<file path="src/rtl/wifi_rx_pkg.sv">
// wifi_rx_pkg: shared phase encoding and default widths for the WIFI RX path
package wifi_rx_pkg;
  localparam logic PH_FIRST   = 1'b0;
  localparam logic PH_SECOND  = 1'b1;
  localparam int   DEF_SOFT_W = 1;
  localparam int   DEF_CNT_W  = 12;
endpackage

</file>
<file path="src/rtl/wifi_rx_stop_convolution_half.sv">
// wifi_rx_stop_convolution_half: regroups serial code bits into rate-1/2 pairs with frame alignment tracking
module wifi_rx_stop_convolution_half
  import wifi_rx_pkg::*;
#(
  parameter int SOFT_W = DEF_SOFT_W,
  parameter int CNT_W  = DEF_CNT_W
) (
  input  logic                clk,
  input  logic                reset,
  input  logic                valid_in,
  input  logic                start_in,
  input  logic [SOFT_W-1:0]   data_in,
  output logic                valid_out,
  output logic [2*SOFT_W-1:0] data_out,
  output logic [CNT_W-1:0]    pair_cnt,
  output logic                odd_err
);
  logic              phase;
  logic [SOFT_W-1:0] hold;
  // a start bit is always a first bit; a second bit completes the pair held from the previous valid bit
  always_ff @(posedge clk or negedge reset) begin
    if (!reset) begin
      phase     <= PH_FIRST;
      hold      <= '0;
      valid_out <= 1'b0;
      data_out  <= '0;
      pair_cnt  <= '0;
      odd_err   <= 1'b0;
    end else begin
      valid_out <= valid_in && !start_in && phase == PH_SECOND;
      odd_err   <= valid_in && start_in && phase == PH_SECOND;
      if (valid_in) begin
        if (start_in || phase == PH_FIRST) begin
          hold  <= data_in;
          phase <= PH_SECOND;
          if (start_in) pair_cnt <= '0;
        end else begin
          data_out <= {hold, data_in};
          pair_cnt <= pair_cnt + CNT_W'(1);
          phase    <= PH_FIRST;
        end
      end
    end
  end
endmodule

</file>
<file path="config.mk">
export PLATFORM = sky130hd
export DESIGN_NAME = wifi_rx_stop_convolution_half
export DESIGN_NICKNAME = d
export VERILOG_FILES = /design/src/rtl/wifi_rx_pkg.sv /design/src/rtl/wifi_rx_stop_convolution_half.sv
export SDC_FILE = /design/constraint.sdc
export NUM_CORES = 1
export LEC_CHECK = 0
export ABC_AREA = 1
export CAP_MARGIN = 15
export CORE_UTILIZATION = 45
export CTS_BUF_LIST = sky130_fd_sc_hd__clkbuf_8 sky130_fd_sc_hd__clkbuf_16
export CTS_CLUSTER_DIAMETER = 80
export DETAILED_ROUTE_END_ITERATION = 10
export PLACE_DENSITY = 0.73
export SLEW_MARGIN = 20
export SYNTH_ARGS = -nofsm -noshare
export SYNTH_HDL_FRONTEND = slang
export SYNTH_SLANG_ARGS = --single-unit
</file>
<file path="constraint.sdc">
create_clock -name clk -period 1.45 [get_ports clk]
set_input_delay 0.2175 -clock clk [delete_from_list [all_inputs] [get_ports clk]]
set_output_delay 0.2175 -clock clk [all_outputs]
set_load 0.01 [all_outputs]
</file>
==> flow_summary_export.csv, run 1 <==
group,metric,value,unit
critical_path,crit_required,1.23,ns
critical_path,crit_type,"flop to output port",
hold_path,hold_class,"input port to asynchronous set/reset pin",
cells_and_area,fin_util,0.662,
critical_path,r2r_end,"pair_cnt[10]",
synthesis,synth_cell_types,22,
die,num_rows,16,
job,cap_violations,0,
global_route,gr-total-overflow,0,
routing,viasPerCell,4.96,
clock_network,cts_buffer_depth,2,
sta,rsz0062_at_grt,"false",
critical_path,setup.worst_path.end_class,"output port",
critical_path,r2r_cells,7,
power_and_ir_drop,p_leak,0.642,nW
synthesis,synth_common_cells,"35 x nand2_1, 18 x dfrtp_1, 11 x nor2_1",
critical_path,critical_path_depth,1,
cells_and_area,final_cell_area,1290,um2
outcome,outcome,"completed",
synthesis,yosysSeqAreaShare,0.488,
sta,finalSetupTns,0,ns
critical_path,max_stage_delay,0.54,ns
clock_network,cts_tree,"done",
synthesis,async_flop_share,1.00,
routing,route.detailed.wl_per_inst,11.0,um
synthesis,yosysTopAreaCellShare,0.488,
sta,fmax,0.721,GHz
cells_and_area,nets,157,
synthesis,syn-num-nets,122,
clock_network,cts_inserted_buffers,3,
clock_network,clock_sinks,18,
synthesis,synth_top_area_cell,"dfrtp_1",
synthesis,synth.area.top_cells,"dfrtp_1 49%, nand2_1 14%, nand3_1 4.9%",
global_route,grt_pass1_wl,3170,um
die,io_pins,21,
global_route,grt_max_degree,19,
critical_path,critical_path_peak_fanout,4,
sta,finalCriticalPeriod,1.39,ns
placement,place.gp.congestion,0.859,
synthesis,syn_area_per_cell,7.96,um2
sta,maxSlewHeadroom,0.795,
sta,finalSetupViolations,0,
critical_path,worstPathArrival,1.17,ns
clock_network,htreeDepth,1,
cells_and_area,antennaDiodeCount,0,
power_and_ir_drop,finalPower,1.05,mW
critical_path,path_delay_family,"buffers and inverters",
sta,period_share,0.956,
synthesis,ys.flop_type,"dfrtp_1",
die,fp.dieW,47.3,um
clock_network,ctsRootBufferMaster,"clkbuf_8",
critical_path,critPathBufInv,1,
placement,postPlaceCellArea,1180,um2
critical_path,cp_slowest_cell,"clkdlybuf4s50_1",
routing,num_vias,873,
die,initial_core_util,0.476,
synthesis,syn_inst,116,
critical_path,crit_chain,"clkdlybuf4s50_1",
die,die-area,2240,um2
cells_and_area,synthToLayoutAreaGrowth,39.3,%
routing,finalWirelength,1940,um
synthesis,synth_warnings,0,
clock_network,insertion_delay,0.25,ns
power_and_ir_drop,irDropWorstVdd,0.588,mV
die,core,1940,um2
routing,dr.pass1.iters,4,
synthesis,syn_area,923,um2
sta,fin_skew,0.00175,ns
sta,slew_viol_final,0,
clock_network,path_clk_slew,0.06,ns
cells_and_area,final_layout_size_suffix_gt1_frac,0.208,
routing,remaining_drc_errors,0,
critical_path,ff2ff_setup_slack,0.15,ns
global_route,antenna_found_initial,0,
global_route,globalRouteTotalUtil,0.207,
clock_network,cts_hold_buf,0,
sta,worst_pin_slew,0.304,ns
global_route,grt_pass1_vias,755,
synthesis,post-synth-top-count-cell,"nand2_1",
placement,dp_hpwl,1360,um
cells_and_area,fillers,192,
placement,port_buffers,20,
power_and_ir_drop,powerDensity,817,nW/um2
routing,ant_nets,0,
critical_path,r2r-start,"pair_cnt[1]",
synthesis,synth_edf_count,0,
die,chipHeight,47.3,um
synthesis,synth-seq-cells,18,
routing,drt_iter0_drc,24,
sta,finalHoldViolCount,0,
critical_path,cp-start-kind,"flop",
==> power by group <==
part	total (mW)	switching [mW]	internal, mW
clock network	0.335	0.151	0.184
registers	0.553	0.0208	0.533
logic	0.163	0.0843	0.0789
total	1.05	0.256	0.796
==> kinds of logic (layout without fill, tap and decap cells) <==
kind of cell	after synthesis	after routing	synth area share
compound gates	15	15	0.0935
simple gates	69	69	0.339
xor+xnor	2	2	0.0190
fa+ha+maj	1	1	0.0135
buf+inv	11	44	0.0474
flops	18	18	0.488
==> per-layer routing <==
metal  wire [um]  up-vias  global-route usage
li1            -      444                   -
met1         919      404               0.266
met2         912       21               0.334
met3          86        4              0.0462
met4          23        0              0.0857
met5           0        -                   0
==> stage by stage <==
| stage | hold WS (ns) | setup slack (ns) | std cells |
|---|---|---|---|
| finish | 0.305 | 0.0638 | 176 |
| global route | 0.311 | 0.0178 | 176 |
| CTS | 0.314 | 0.00430 | 175 |
| detailed placement | 0.472 | 0.0325 | 166 |
| global placement | 0.472 | 0.0792 | 166 |
| floorplan | -0.0781 | 0.205 | 116 |
==> cells in the final DEF, fill, tap and decap left out <==
cell type        Yosys  layout
nand2_1             35      35
dfrtp_1             18      15
clkdlybuf4s50_1      0      15
nor2_1              11      11
buf_4                0      10
inv_1                9       9
nand3_1              9       9
nor2_2               5       5
nand2_2              5       5
o21ai_0              5       5
dlymetal6s2s_1       0       4
a21oi_1              3       3
o21ai_1              3       3
clkbuf_8             0       3
dfrtp_2              0       3
nand4_1              2       2
inv_4                1       1
inv_2                1       1
a22o_1               1       1
a21oi_2              1       1
nand3_2              1       1
nor3_2               1       1
o31ai_1              1       1
xor2_1               1       1
o22ai_1              1       1
xnor2_1              1       1
ha_1                 1       1
dlygate4sd2_1        0       1
==> worst max path at each step <==
stage,end,startpoint
after floorplan,pair_cnt[10],pair_cnt[0]
after global placement,pair_cnt[1],valid_in
after detailed placement,pair_cnt[1],valid_in
after CTS,pair_cnt[8],pair_cnt[8]
after global routing,pair_cnt[9],pair_cnt[9]
final,pair_cnt[9],pair_cnt[9]
==> what timing repair did <==
item,CTS,global route
gates resized for setup,3,5
gates cloned,0,0
setup buffers,6,1
endpoints found under the setup margin,7,5
==> worst reg2reg max path: cells and delay by family, from the launching register on <==
kind                     cells  cell delay (ns)
adder cells (fa/ha/maj)      1             0.19
AND/OR/NAND/NOR              4             0.48
AO/OA/AOI/OAI                1             0.05
buffers and inverters        1             0.12
flip-flops                   1             0.35
==> cell type report <==
| cell class | instances | area, um2 | area share |
|---|---|---|---|
| inverter | 11 | 43.8 | 0.0340 |
| timing repair buffer | 30 | 284 | 0.221 |
| tap | 27 | 33.8 | 0.0263 |
| sequential | 18 | 454 | 0.353 |
| clock buffer | 3 | 41.3 | 0.0321 |
| multi-input combinational | 87 | 429 | 0.334 |
==> sequential cells by signal, indices dropped and copies added, names as in the netlist <==
| name | flops |
|---|---|
| data_out | 2 |
| pair_cnt | 12 |
| valid_out | 1 |
| odd_err | 1 |
| hold | 1 |
| phase | 1 |
Power figures use the tool's default switching activity.
==> run 2: changes to the inputs <==
--- a/config.mk
+++ b/config.mk
@@ -8,7 +8,6 @@
 export ABC_AREA = 1
 export CAP_MARGIN = 15
 export CORE_UTILIZATION = 45
-export CTS_BUF_LIST = sky130_fd_sc_hd__clkbuf_8 sky130_fd_sc_hd__clkbuf_16
 export CTS_CLUSTER_DIAMETER = 80
 export DETAILED_ROUTE_END_ITERATION = 10
 export PLACE_DENSITY = 0.73
==> constraint.sdc (replaced) <==
create_clock -name clk -period 1.7 [get_ports clk]
set_input_delay 0.255 -clock clk [delete_from_list [all_inputs] [get_ports clk]]
set_output_delay 0.255 -clock clk [all_outputs]
set_load 0.01 [all_outputs]
==> flow_summary_export.csv, run 2 (same netlist as run 1, synthesis figures left out) <==
group,metric,value,unit
cells_and_area,fillers,183,
global_route,antenna_found_initial,0,
cells_and_area,instances_no_fill,168,
sta,finalSetupViolations,0,
power_and_ir_drop,p_comb_frac,0.146,
global_route,gr-total-overflow,0,
routing,remaining_drc_errors,0,
cells_and_area,fin_util,0.619,
routing,finalWirelength,1920,um
clock_network,path_clk_slew,0.10,ns
job,cap_violations,0,
power_and_ir_drop,finalPower,868,uW
clock_network,cts_resized,0,
die,initial_core_util,0.476,
power_and_ir_drop,p_sw,223,uW
critical_path,crit_start,"pair_cnt[0]",
sta,rsz0062_at_grt,"false",
placement,place_inst,164,
power_and_ir_drop,powerDensity,722,nW/um2
die,num_rows,16,
clock_network,ctsRootBufferMaster,"clkbuf_4",
critical_path,crit_chain,"clkdlybuf4s50_1",
routing,viasPerCell,5.03,
die,io_pins,21,
sta,fin_skew,0.00141,ns
critical_path,cp-start-kind,"flop",
cells_and_area,largestRegisters,"pair_cnt: 12 flops, data_out: 2 flops",
routing,num_vias,845,
cells_and_area,largest_register,"pair_cnt",
clock_network,insertion_delay,0.30,ns
critical_path,max_stage_delay,0.58,ns
cells_and_area,largest_reg_flops,12,
sta,worst_pin_slew,0.307,ns
cells_and_area,final_layout_size_suffix_gt1_frac,0.142,
sta,fmax,0.616,GHz
critical_path,endpoint,"pair_cnt[0]",
cells_and_area,final_cell_area,1200,um2
routing,ant_nets,0,
critical_path,r2r_end,"pair_cnt[10]",
global_route,grt_max_degree,19,
outcome,outcome,"completed",
die,die-area,2240,um2
sta,finalHoldViolCount,0,
clock_network,clock_sinks,18,
placement,dp_hpwl,1410,um
sta,whs,0.267,ns
critical_path,critPathBufInv,1,
placement,place.gp.congestion,0.818,
critical_path,critical_path_peak_fanout,7,
cells_and_area,antennaDiodeCount,0,
power_and_ir_drop,p_leak,0.519,nW
cells_and_area,layout_commonest_cell,"nand2_1",
critical_path,crit_required,1.44,ns
die,core,1940,um2
clock_network,cts_tree,"done",
critical_path,worstPathArrival,1.37,ns
hold_path,hold_class,"input port to asynchronous set/reset pin",
cells_and_area,final_cell_mix,"35 x nand2_1, 20 x clkdlybuf4s50_1, 18 x dfrtp_1, 11 x nor2_1",
placement,pre_cts_slack,0.212,ns
global_route,grt_pass1_vias,716,
power_and_ir_drop,intPower,645,uW
sta,maxSlewHeadroom,0.793,
global_route,grt_pass1_wl,3110,um
cells_and_area,synthToLayoutAreaGrowth,30.1,%
critical_path,critical_path_depth,1,
sta,finalSetupTns,0,ns
power_and_ir_drop,power_frac_seq,0.546,
clock_network,cts_buffer_depth,2,
clock_network,htreeDepth,1,
critical_path,crit_type,"flop to output port",
global_route,globalRouteTotalUtil,0.201,
clock_network,post_cts_buffers,0,
critical_path,r2r_cells,6,
critical_path,ff2ff_setup_slack,0.36,ns
routing,drt_iter0_drc,18,
power_and_ir_drop,p_clk_frac,0.308,
critical_path,r2r-start,"pair_cnt[0]",
sta,slew_viol_final,0,
clock_network,cts_inserted_buffers,3,
sta,setup_slack,0.0754,ns
sta,finalCriticalPeriod,1.62,ns
critical_path,setup.worst_path.end_class,"output port",
die,fp.dieW,47.3,um
critical_path,cp_slowest_cell,"clkdlybuf4s50_1",
routing,route.detailed.wl_per_inst,11.4,um
clock_network,cts_hold_buf,0,
critical_path,path_delay_family,"buffers and inverters",
die,chipHeight,47.3,um
sta,period_share,0.956,
placement,port_buffers,20,
placement,postPlaceCellArea,1160,um2
routing,dr.pass1.iters,4,
power_and_ir_drop,irDropWorstVdd,0.547,mV
cells_and_area,nets,148,
power_and_ir_drop,p_sw_frac,0.257,
[run 2: routing by layer]
layer,global-route usage,routed length (um)
met4,0.0857,36
met3,0.0462,68
met2,0.310,918
met1,0.270,899
met5,0,0
[run 2: worst min-delay path by stage]
| stage | from | endpoint | cells after the start |
|---|---|---|---|
| 3_5_place_dp | data_out[1] | data_out[1] | 2 |
| 5_1_grt | reset | pair_cnt[7] | 2 |
| 2_1_floorplan | reset | data_out[0] | 0 |
| 4_1_cts | reset | valid_out | 2 |
| 6_report | reset | pair_cnt[11] | 2 |
| 3_3_place_gp | hold | data_out[1] | 2 |
[run 2: cell type report]
cell class	count	area (um2)	area share
Timing Repair Buffer	21	208	0.173
Clock buffer	4	36.3	0.0302
Multi-Input combinational cell	87	429	0.357
Sequential cell	18	450	0.375
Inverter	11	43.8	0.0365
Tap cell	27	33.8	0.0281
[run 2: power groups by stage]
| stage | Clock (mW) | Combinational [mW] | Sequential [mW] |
|---|---|---|---|
| 2_1_floorplan | 0 | 0.0474 | 0.489 |
| 5_1_grt | 0.295 | 0.142 | 0.478 |
| 3_5_place_dp | 0 | 0.127 | 0.482 |
| 3_3_place_gp | 0 | 0.125 | 0.482 |
| 4_1_cts | 0.274 | 0.128 | 0.474 |
| 6_report | 0.267 | 0.127 | 0.474 |
